--- src/rtl/pp_gen_pipe_pkg.sv ---
// pp_pkg: shared widths and row type for the partial-product generator
package pp_pkg;
  localparam int OPW = 12;
  localparam int PPW = OPW * OPW;
  typedef logic [OPW-1:0] pp_row_t;
endpackage

--- src/rtl/pp_and_array.sv ---
// pp_and_array: combinational unsigned AND array, row i = a gated by b[i]
module pp_and_array
  import pp_pkg::*;
(
  input  pp_row_t          a,
  input  pp_row_t          b,
  output logic [PPW-1:0]   pp
);
  for (genvar i = 0; i < OPW; i++) begin : g_row
    assign pp[OPW*i +: OPW] = a & {OPW{b[i]}};
  end
endmodule

--- src/rtl/pp_gen_pipe.sv ---
// pp_gen_pipe: two-stage valid/ready partial-product pipeline; PPGEN_SKID_EN adds a registered-ready skid entry
module pp_gen_pipe
  import pp_pkg::*;
#(
  parameter int OPW = 12
) (
  input  logic                 clk,
  input  logic                 rst_n,
  input  logic                 in_valid,
  output logic                 in_ready,
  input  logic [OPW-1:0]       a,
  input  logic [OPW-1:0]       b,
  output logic                 out_valid,
  input  logic                 out_ready,
  output logic [OPW*OPW-1:0]   pp,
  output logic                 busy
);
  logic           s1_valid_q, s2_valid_q, s1_ld, s2_ld, in_fire, src_valid;
  pp_row_t        a_q, b_q, src_a, src_b;
  logic [PPW-1:0] pp_q, and_pp;
`ifdef PPGEN_SKID_EN
  logic    skid_full_q, skid_full_d;
  pp_row_t skid_a_q, skid_b_q;
  // Stage handshakes; S1 drains the skid entry before taking fresh input
  always_comb begin
    s2_ld       = !s2_valid_q || out_ready;
    s1_ld       = !s1_valid_q || s2_ld;
    in_ready    = rst_n && !skid_full_q;
    in_fire     = in_valid && in_ready;
    src_valid   = skid_full_q || in_fire;
    src_a       = skid_full_q ? skid_a_q : a;
    src_b       = skid_full_q ? skid_b_q : b;
    skid_full_d = src_valid && !s1_ld;
  end
  // Skid entry catches a pair accepted while S1 is blocked
  always_ff @(posedge clk or negedge rst_n) begin
    if (!rst_n) begin
      skid_full_q <= 1'b0;
      skid_a_q    <= '0;
      skid_b_q    <= '0;
    end else begin
      skid_full_q <= skid_full_d;
      if (in_fire && !s1_ld) begin
        skid_a_q <= a;
        skid_b_q <= b;
      end
    end
  end
  assign busy = s1_valid_q || s2_valid_q || skid_full_q;
`else
  // Stage handshakes; ready passes straight back from the output
  always_comb begin
    s2_ld     = !s2_valid_q || out_ready;
    s1_ld     = !s1_valid_q || s2_ld;
    in_ready  = rst_n && s1_ld;
    in_fire   = in_valid && in_ready;
    src_valid = in_fire;
    src_a     = a;
    src_b     = b;
  end
  assign busy = s1_valid_q || s2_valid_q;
`endif
  // S1 operand register
  always_ff @(posedge clk or negedge rst_n) begin
    if (!rst_n) begin
      s1_valid_q <= 1'b0;
      a_q        <= '0;
      b_q        <= '0;
    end else if (s1_ld) begin
      s1_valid_q <= src_valid;
      if (src_valid) begin
        a_q <= src_a;
        b_q <= src_b;
      end
    end
  end
  pp_and_array u_and (
    .a  (a_q),
    .b  (b_q),
    .pp (and_pp)
  );
  // S2 partial-product register, fed straight to the compressor tree
  always_ff @(posedge clk or negedge rst_n) begin
    if (!rst_n) begin
      s2_valid_q <= 1'b0;
      pp_q       <= '0;
    end else if (s2_ld) begin
      s2_valid_q <= s1_valid_q;
      if (s1_valid_q) pp_q <= and_pp;
    end
  end
  assign out_valid = s2_valid_q;
  assign pp        = pp_q;
endmodule

--- config.mk ---
export PLATFORM = sky130hd
export DESIGN_NAME = pp_gen_pipe
export DESIGN_NICKNAME = d
export VERILOG_FILES = /design/src/rtl/pp_gen_pipe_pkg.sv /design/src/rtl/pp_and_array.sv /design/src/rtl/pp_gen_pipe.sv
export SDC_FILE = /design/constraint.sdc
export NUM_CORES = 1
export LEC_CHECK = 0
export ABC_CLOCK_PERIOD_IN_PS = 2990
export CORE_MARGIN = 4
export CORE_UTILIZATION = 54
export CTS_BUF_LIST = sky130_fd_sc_hd__clkbuf_16
export CTS_CLUSTER_DIAMETER = 80
export DETAILED_ROUTE_END_ITERATION = 7
export GPL_TIMING_DRIVEN = 0
export PLACE_DENSITY = 0.86
export SYNTH_ARGS = -nofsm -noshare
export SYNTH_HDL_FRONTEND = slang
export SYNTH_SLANG_ARGS = --single-unit
--- constraint.sdc ---
create_clock -name clk -period 2.99 [get_ports clk]
set_input_delay 0.598 -clock clk [delete_from_list [all_inputs] [get_ports clk]]
set_output_delay 0.598 -clock clk [all_outputs]
set_load 0.01 [all_outputs]
-- Word-level counts from Yosys, hierarchy flattened
Index checks and enable logic that the tools add are counted.
- output and inout port bits: 147
- RAM bits: 0
- latch bits: 0
- register bits: 170
- ROM bits: 0
- memories: 0
- eq/ne operators: 0
- $lt $le $gt $ge: 0
- multiply operators: 0
- shift operators: 0
- add/subtract/negate cells: 0
- bitwise gates (word level): 12
- divide/modulo/power cells: 0
- multiplexer cells: 0
- reductions and logical operators: 9
- operators by type and width (kind ; count):
    $and A12 B12 Y12 ; 12
    $reduce_and A2 Y1 ; 2
    $logic_or A1 B1 Y1 ; 3
    $logic_and A1 B1 Y1 ; 2
    $logic_not A1 Y1 ; 2

-- Depth between registers and ports, before layout
Gate-level depths: netlist of run 1.
- word-level depth: 6
- gate-level depth with buffers: 5
- mapped depth without buffers: 3

-- Modules after synthesis
A second synthesis of run 1 with hierarchy kept.
- cells, all modules: 533
- area total of the unflattened synthesis: 7548.5 sq um
- by module, submodules not included (module ; area an instance (sq um) ; times used ; cells each):
    pp_gen_pipe ; 6422.4 ; 1 ; 365
    pp_and_array ; 1126.1 ; 1 ; 168

-- Worst setup path after synthesis of run 1
No wires, ideal clock.
- path kind: input to register
- start point: input port out_ready
- end point: register a_q[0]
- arrival time: 1474 ps
- library setup time: 125 ps
- required time: 2865 ps
- cell stages on the path: 5
- path buffers: 2
- path slack: 1390 ps
- path through: nand3b_1 -> nor2b_1 -> buf_2 -> buf_6 -> mux2_4
- word-level cells in the longest chain between the ends: 5
- RTL lines (what ; line ; text):
    start: declaration ; pp_gen_pipe.sv:14 ; input logic out_ready,
    $logic_or A1 B1 Y1 (*) ; pp_gen_pipe.sv:53 ; s2_ld = !s2_valid_q || out_ready;
    $logic_or A1 B1 Y1 (*) ; pp_gen_pipe.sv:54 ; s1_ld = !s1_valid_q || s2_ld;
    $logic_and A1 B1 Y1 ; pp_gen_pipe.sv:55 ; in_ready = rst_n && s1_ld;
    $logic_and A1 B1 Y1 ; pp_gen_pipe.sv:56 ; in_fire = in_valid && in_ready;
    $reduce_and A2 Y1 (no line) (*) ; - ;
    end signal: assignment ; pp_gen_pipe.sv:72 ; a_q <= src_a;
    end: declaration ; pp_gen_pipe.sv:19 ; pp_row_t a_q, b_q, src_a, src_b;
Every way passes the cells marked *; elsewhere a longest branch is shown, timed or not.
A chain may end at the register's enable or synchronous reset.

-- Final worst setup path of run 1
- start point: input port out_ready
- end point: output port in_ready
- word-level cells in the longest chain between the ends: 3
- RTL lines (what ; line ; text):
    $logic_or A1 B1 Y1 ; pp_gen_pipe.sv:53 ;
    $logic_or A1 B1 Y1 ; pp_gen_pipe.sv:54 ;
    $logic_and A1 B1 Y1 ; pp_gen_pipe.sv:55 ;
    end: declaration ; pp_gen_pipe.sv:10 ; output logic in_ready,
No other way between the ends.

==> results.md, run 1 <==
- The run finished with clean final reports.
- At the end of routability-driven placement, the weighted congestion stood at 0.789.
- The analysis attributes to net switching a power of 0.00259 W.
- Detailed placement ended at an HPWL of 13200 um.
- The antenna cell count is 0.
- The internal power of the cells totals roughly 0.0057 W.
- The post-layout net count is between 800 and 900.
- In this run the core area contains 42 standard-cell rows.
- For this run, the total global-route usage over all layers was measured as roughly 26%.
- Measured along the y axis, the die boundary spans approximately 130 um.
- The highest achievable clock rate is between 400 and 500 MHz.
- The total power draw is about 0.008 W.
- For the pin with the worst max-slew slack, the measured transition is 0.941 ns.
- The worst setup path is of the input pin to output port kind.
- The most prevalent standard cell on the critical path is sky130_fd_sc_hd__clkdlybuf4s50_1.
- The H-tree level count is 4.
- The max-slew violation count is 0.
- The max-slew headroom at the worst pin is between 30% and 40%.
- The overall overflow remaining after global route is 0.
- Of the cells placed in the final design, the portion with a size suffix greater than 1 is about 7.8%.
- The mean cell area of the mapped netlist is roughly 11 um2.
- The largest driver fanout on the critical path is 3.
- Setup repair after global routing left no endpoint under its margin.
- The number of hold violations in the final report was 0.
- In the routed design, unresolved DRC markers number 0.
- The number of setup buffers added after CTS is 0.
- Once the floorplan was initialized, standard cells occupied 55.5% of the core.
- Across the routed clock network, the largest skew measured is between 0.008 and 0.009 ns.
- The area of the die is between 0.015 and 0.02 mm2.
- The total of fill cells in the finished design is 901.
- The I/O pin count is 175.
- The detailed router's first-iteration violation count is approximately 350.
- The cell sitting at the root of the clock tree is a sky130_fd_sc_hd__clkbuf_16.
- Once detail routing completed, the nets flagged for antenna violations numbered 0.
- Across the run, the number of max-cap violations was 0.
- The count of input and output buffers is roughly 170.
- The worst path required time is between 2 and 2.5 ns.
- The core box area is approximately 0.013 mm2.
- After detailed routing, the number of vias per cell comes to 5.05.
- After the flow finishes, the layout carries non-filler instances totaling 1059.
- In the layout the commonest cells are sky130_fd_sc_hd__clkdlybuf4s50_1, sky130_fd_sc_hd__dfrtp_1, sky130_fd_sc_hd__nand2_1, sky130_fd_sc_hd__inv_1, sky130_fd_sc_hd__mux2i_1.
- The min-delay analysis places its worst path in the category input pin to async pin.
- The switching power share of the total is between 30% and 40%.
- The later-pin clock latency in the skew report is 0.43 ns.
- The sum of routed wire length over all layers is just under 20000 um.
- The largest net degree at the start of global routing is roughly 90.
- The final count of negative-setup-slack endpoints is 0.
- The total number of vias is 5346.
- The time the worst path needs with I/O delays and setup is between 2 and 2.5 ns.
- The cell area reported after detailed placement is 0.00940 mm2.
- The arrival time of data at the critical path endpoint is ~1.9 ns.
- The clock-pin slew on the worst setup and hold paths is approximately 0.060 ns.
- The maximum vdd ir drop is 518 uV.
- After routing the design area is 0.00996 mm2.
- The count of instances resized after the clock tree is built is 0.
- Including well taps, the total number of placed cells is around 1000.
- The first detailed-routing pass took 5 iterations.
- The leakage dissipation is between 5 and 6 nW.
- In the final routed layout, each cell accounts on average for between 15 and 20 um.
- The first global-routing pass estimated 30900 um of wire.
- The net count after synthesis is around 710.
- In the final timing run, aggregate negative setup slack is 0 ns.
- The flop-to-flop setup slack is roughly 1.3 ns.
- The die width is 125 um.
- The total of hold buffers inserted after clock tree synthesis is 0.
- The largest stage delay on the critical path is around 0.53 ns.
- In this run the power density over the cells is slightly above 800 mW/mm2.
- The proportion of synthesized chip area in sequential cells is between 50 and 60%.
- The synthesis-stage register bit count is 170.
- In the synthesized netlist, the number of instances is just under 700.
- The number of antenna violations at the first check in global routing came to 0.
- The type of element capturing the critical path is an output port.
- Once routing completed, OpenROAD measured the worst setup slack at 0.516 ns.
- Of the total power, combinational logic draws between 30% and 40%.
- Summing every instance area after synthesis gives 0.00740 mm2.
- The number of global-route vias before repair came to around 5700.
- TritonCTS built the clock tree.
- The critical-path cell with the highest stage delay is sky130_fd_sc_hd__clkdlybuf4s50_1.
- Of the total power, the clock network draws approximately a quarter.
- The signal on the critical path passes through clkdlybuf4s50_1 > nand3b_1 > and2_1 > clkdlybuf4s50_1.
- From synthesis to final layout, the design area changed by 34.6%.
- The clock sink total is 170.
- Of the total power, registers draw between 40 and 50%.
- The library cell used most frequently in the layout, excluding fill and tap cells, is sky130_fd_sc_hd__clkdlybuf4s50_1.
- The number of buffers inserted during clock tree synthesis is 17.
- The post-placement setup slack is 0.531 ns.
- The number of different library cells used by synthesis comes to 15.
- The number of warnings reported in the yosys synthesis log is 0.
- The post-route fraction of the period consumed by the critical path is 82.7%.
- STA classifies the critical path startpoint as an input pin.
- In this run the deepest clock path goes through 2 buffers.
[power groups by stage]
stage	Clock, W	Combinational, W	Sequential (W)
finish	0.00214	0.00278	0.00332
global route	0.00228	0.00299	0.00339
CTS	0.00216	0.00281	0.00331
detailed placement	0	0.00278	0.00334
global placement	0	0.00267	0.00332
floorplan	0	0.000942	0.00353
[metrics by stage]
stage,utilization [%],hold WS (ns)
floorplan,-,0.302
global placement,70.2,0.493
global route,74.6,0.187
CTS,74.6,0.176
finish,74.6,0.148
detailed placement,70.4,0.501
[metal layers]
| layer | part of all wire [%] | GRT usage, % | wire length (um) |
|---|---|---|---|
| met5 | 0 | 0 | 0 |
| met4 | 2.9 | 9.44 | 555 |
| met3 | 6.9 | 7.97 | 1330 |
| met2 | 51 | 42.4 | 9860 |
| met1 | 39 | 31.6 | 7600 |
[synth_stat cells]
library cell               number  area, um2
sky130_fd_sc_hd__buf_4          1       7.51
sky130_fd_sc_hd__nand2_1      147        552
sky130_fd_sc_hd__or2_2          1       6.26
sky130_fd_sc_hd__mux2i_1      144       1440
sky130_fd_sc_hd__buf_6          8       90.1
sky130_fd_sc_hd__dfrtp_1      170       4250
sky130_fd_sc_hd__nand3b_1       1       7.51
sky130_fd_sc_hd__mux2_4        20        300
sky130_fd_sc_hd__buf_2          9       45.0
sky130_fd_sc_hd__nand2b_1       2       12.5
sky130_fd_sc_hd__inv_1        144        541
sky130_fd_sc_hd__clkbuf_1      24       90.1
sky130_fd_sc_hd__nor2b_1        1       6.26
sky130_fd_sc_hd__mux2_2         4       45.0
sky130_fd_sc_hd__and2_1         1       6.26
[critical path, delay by kind of cell]
family        cells  cell delay [ns]
buf+inv           2             0.99
simple gates      2             0.28
[flip-flops by register name, indices dropped and copies added (netlist names)]
register / flops
s1_valid_q: 1
a_q: 12
pp: 144
out_valid: 1
b_q: 12
[area by class of cell]
type	instances	area (um2)	share of cell area (%)
plain buffers	42	233	2.34
clock buffers	17	425	4.27
multi-input cells	321	2380	23.9
clock inverters	14	139	1.39
flip-flops and latches	170	4250	42.7
well taps	176	220	2.21
repair buffers	175	1770	17.8
inverters	144	541	5.43
[logic make-up (layout without fill, tap and decap cells)]
family	Yosys count	in the layout	share of synthesized area, %
buf+inv	186	392	10.4
flops	170	170	57.5
mux	168	168	24.1
simple gates	153	153	7.98
[final timing paths]
kind,depth (start not counted),end,from
max in group asynchronous,2,pp[80],rst_n
min reg2reg,2,pp[86],pp[86]
min,1,pp[19],rst_n
max,4,in_ready,out_ready
min in group clk,2,pp[86],pp[86]
max reg2reg,5,pp[127],out_valid
Power figures use the tool's default switching activity.
==> run 2, diff against run 1 <==
--- a/config.mk
+++ b/config.mk
@@ -5,14 +5,14 @@
 export SDC_FILE = /design/constraint.sdc
 export NUM_CORES = 1
 export LEC_CHECK = 0
-export ABC_CLOCK_PERIOD_IN_PS = 2990
+export ABC_CLOCK_PERIOD_IN_PS = 2500
 export CORE_MARGIN = 4
-export CORE_UTILIZATION = 54
+export CORE_UTILIZATION = 50
 export CTS_BUF_LIST = sky130_fd_sc_hd__clkbuf_16
 export CTS_CLUSTER_DIAMETER = 80
 export DETAILED_ROUTE_END_ITERATION = 7
 export GPL_TIMING_DRIVEN = 0
-export PLACE_DENSITY = 0.86
+export PLACE_DENSITY = 0.8
 export SYNTH_ARGS = -nofsm -noshare
 export SYNTH_HDL_FRONTEND = slang
 export SYNTH_SLANG_ARGS = --single-unit
==> constraint.sdc (replaced) <==
create_clock -name clk -period 2.5 [get_ports clk]
set_input_delay 0.5 -clock clk [delete_from_list [all_inputs] [get_ports clk]]
set_output_delay 0.5 -clock clk [all_outputs]
set_load 0.01 [all_outputs]
==> results.md, run 2 (synthesis results as in run 1) <==
- The post-placement setup slack is between 0.15 and 0.2 ns.
- The cell total after placement is 1036.
- The die width is around 130 um.
- Once routing completed, OpenROAD measured the worst setup slack at 0.233 ns.
- STA puts the critical path data required time at ~2 ns.
- Measured against its own limit, the worst slew margin works out to between 30% and 40%.
- The worst setup path is captured at an output port.
- The final design area excluding fillers is 0.00999 mm2.
- Dividing the detail-routed wire length by the instance count gives 17.3 um.
- The maximum clock insertion buffer count is 2.
- The post-route fraction of the period consumed by the critical path is around nine tenths.
- The number of antenna violations at the first check in global routing came to 0.
- The highest achievable clock rate is approximately 440 MHz.
- The register with the most flip-flops in the layout has approximately 140 of them.
- TritonCTS built the clock tree.
- The fraction of layout instances using a drive strength above 1 is 8.14%.
- The cell class contributing the biggest share of worst-path delay is buffers and inverters.
- From bottom edge to top edge, the die measures 130 um.
- The startpoint-to-endpoint class of the critical path is input pin to output port.
- Clock skew on the completed layout was measured at 0.00787 ns.
- The initial standard-cell utilization of the core is around half.
- The core box area is 0.0145 mm2.
- The global router's overall resource usage is about 22%.
- For this design the ratio of total power to cell area is roughly 1000 mW/mm2.
- Of all nets on the critical path, the largest fanout is 3.
- The run finished with clean final reports.
- The final count of negative-setup-slack endpoints is 0.
- The slowest stage of the critical path belongs to the cell sky130_fd_sc_hd__clkdlybuf4s50_1.
- The I/O pin count is 175.
- The total number of vias is slightly above 5000.
- STA classifies the critical path startpoint as an input pin.
- The layout has about 1100 filler cells.
- The synthesis-to-layout area growth is 34.9%.
- The global placement routability congestion is between 0.7 and 0.8.
- The number of hold buffers added after CTS was 0.
- The count of instances resized after the clock tree is built is 0.
- The transition time of the tightest slew-check pin is approximately 0.91 ns.
- The number of nets with antenna violations after routing is 0.
- CTS saw 170 sinks.
- The cell at the root of the clock tree is sky130_fd_sc_hd__clkbuf_16.
- The half-perimeter wire length after placement is 12200 um.
- The sum of routed wire length over all layers is roughly 18000 um.
- The buffers plus inverters on the worst setup path is 2.
- The antenna cell count is 0.
- In the detailed route, the total length drawn on met2 is 8660 um.
- The cell area reported after detailed placement is roughly 0.0094 mm2.
- After clock tree synthesis, the clock-pin slew on the worst setup and hold paths is approximately 0.06 ns.
- The H-tree level count is 4.
- The floorplan has 44 rows.
- The library cells used most frequently in the layout, excluding fill and tap cells, are sky130_fd_sc_hd__clkdlybuf4s50_1, sky130_fd_sc_hd__dfrtp_1, sky130_fd_sc_hd__nand2_1, sky130_fd_sc_hd__inv_1, sky130_fd_sc_hd__mux2i_1.
- The arrival time of data at the critical path endpoint is 1.77 ns.
- Buffers added to address setup during post-CTS repair amount to 0.
- The DRC violations left is 0.
- The signal on the critical path passes through clkdlybuf4s50_1 > nand3b_1 > and2_1 > clkdlybuf4s50_1.
- Counting stages on the worst path, the most repeated cell is sky130_fd_sc_hd__clkdlybuf4s50_1.
- In this run the worst hold path is classified as input pin to async pin.
- After detailed routing, the wire length on met1 is about 7900 um.
- Setup repair after global routing left no endpoint under its margin.
- The clock reaches the later pin of the worst-skew pair after roughly 0.42 ns.
- Entering global routing, the biggest net connects between 100 and 150 pins.
- The first-pass detailed-route iteration total is 4.
- The largest single stage delay on the critical path is between 0.5 and 0.6 ns.
- VDD sags by at most a little under 500 uV.
- The max-slew violation count is 0.
- In this run the static leakage power is 5.27 nW.
- The detailed router's first-iteration violation count is 256.
- The detailed route wirelength on metal3 is about 1400 um.
- The area of the die is around 0.017 mm2.
- Global routing finished with a remaining overflow of 0.
- The most common library cell in the layout ignoring fill and taps is sky130_fd_sc_hd__clkdlybuf4s50_1.
- After detailed routing, the number of vias per cell comes to 4.81.
- The number of global-route vias before repair was 5237.
- The number of maximum-capacitance violations is 0.
- The post-layout net count is between 800 and 900.
- The worst path in the final design needs a cycle of 2.27 ns, including I/O delays and setup.
- The finished layout holds about 1100 standard cells, fillers aside.
- The total negative setup slack is 0 ns.
- The number of hold violations in the final report is 0.
- The top layer reached by signal wires is met4.
- The count of input and output buffers is between 150 and 200.
- The number of buffers inserted during clock tree synthesis is 17.
- The first global-routing pass estimated 28300 um of wire.
[run 2: changes by cell type in the layout (fill, tap and decap cells not counted), sizes merged]
cell and delta:
clkinv +1, clkinvlp +1, inv -1
[run 2: worst register-to-register path, stage by stage, from the launching register on]
cell	delay [ns]
sky130_fd_sc_hd__dfrtp_1	0.39
sky130_fd_sc_hd__nand2b_1	0.09
sky130_fd_sc_hd__nand2_1	0.37
sky130_fd_sc_hd__buf_4	0.32
sky130_fd_sc_hd__buf_6	0.21
sky130_fd_sc_hd__mux2i_1	0.24
[run 2: stage by stage]
stage / hold slack (ns) / total power, W / util (%)
2_1_floorplan: 0.204 / 0.00535 / -
3_3_place_gp: 0.507 / 0.00720 / 64.5
3_5_place_dp: 0.498 / 0.00728 / 64.7
4_1_cts: 0.0528 / 0.00992 / 68.7
5_1_grt: 0.0706 / 0.0104 / 68.7
6_report: 0.0244 / 0.00983 / 68.7
[run 2: final cells by class]
cell class | instances | area (um2) | share of cell area [%]
Inverter | 144 | 541 | 5.41
Multi-Input combinational cell | 321 | 2380 | 23.8
Clock buffer | 17 | 425 | 4.26
Buffer | 42 | 233 | 2.33
Tap cell | 184 | 230 | 2.30
Timing Repair Buffer | 175 | 1770 | 17.8
Clock inverter | 15 | 156 | 1.57
Sequential cell | 170 | 4250 | 42.6
[run 2: metal layers]
layer,vias up,track usage [%]
met2,170,35.0
li1,2441,-
met5,-,0
met1,2496,30.6
met3,35,5.69
met4,0,8.07
[run 2: final timing paths]
path / slack (ns) / cells past startpoint / from / endpoint
worst min register to register: 0.52 / 2 / pp[87] / pp[87]
worst min-delay path: 0.02 / 1 / rst_n / pp[121]
max in group asynchronous: 1.59 / 2 / rst_n / pp[33]
worst max register to register: 0.79 / 5 / out_valid / pp[108]
min in group clk: 0.52 / 2 / pp[87] / pp[87]
worst max-delay path: 0.23 / 4 / out_ready / in_ready
[run 2: power by group]
group          leakage (nW)  switching, W  internal (W)
Combinational          2.82       0.00153       0.00175
Clock                 0.280       0.00105       0.00155
Sequential             2.17      0.000461       0.00348
Total                  5.27       0.00305       0.00678
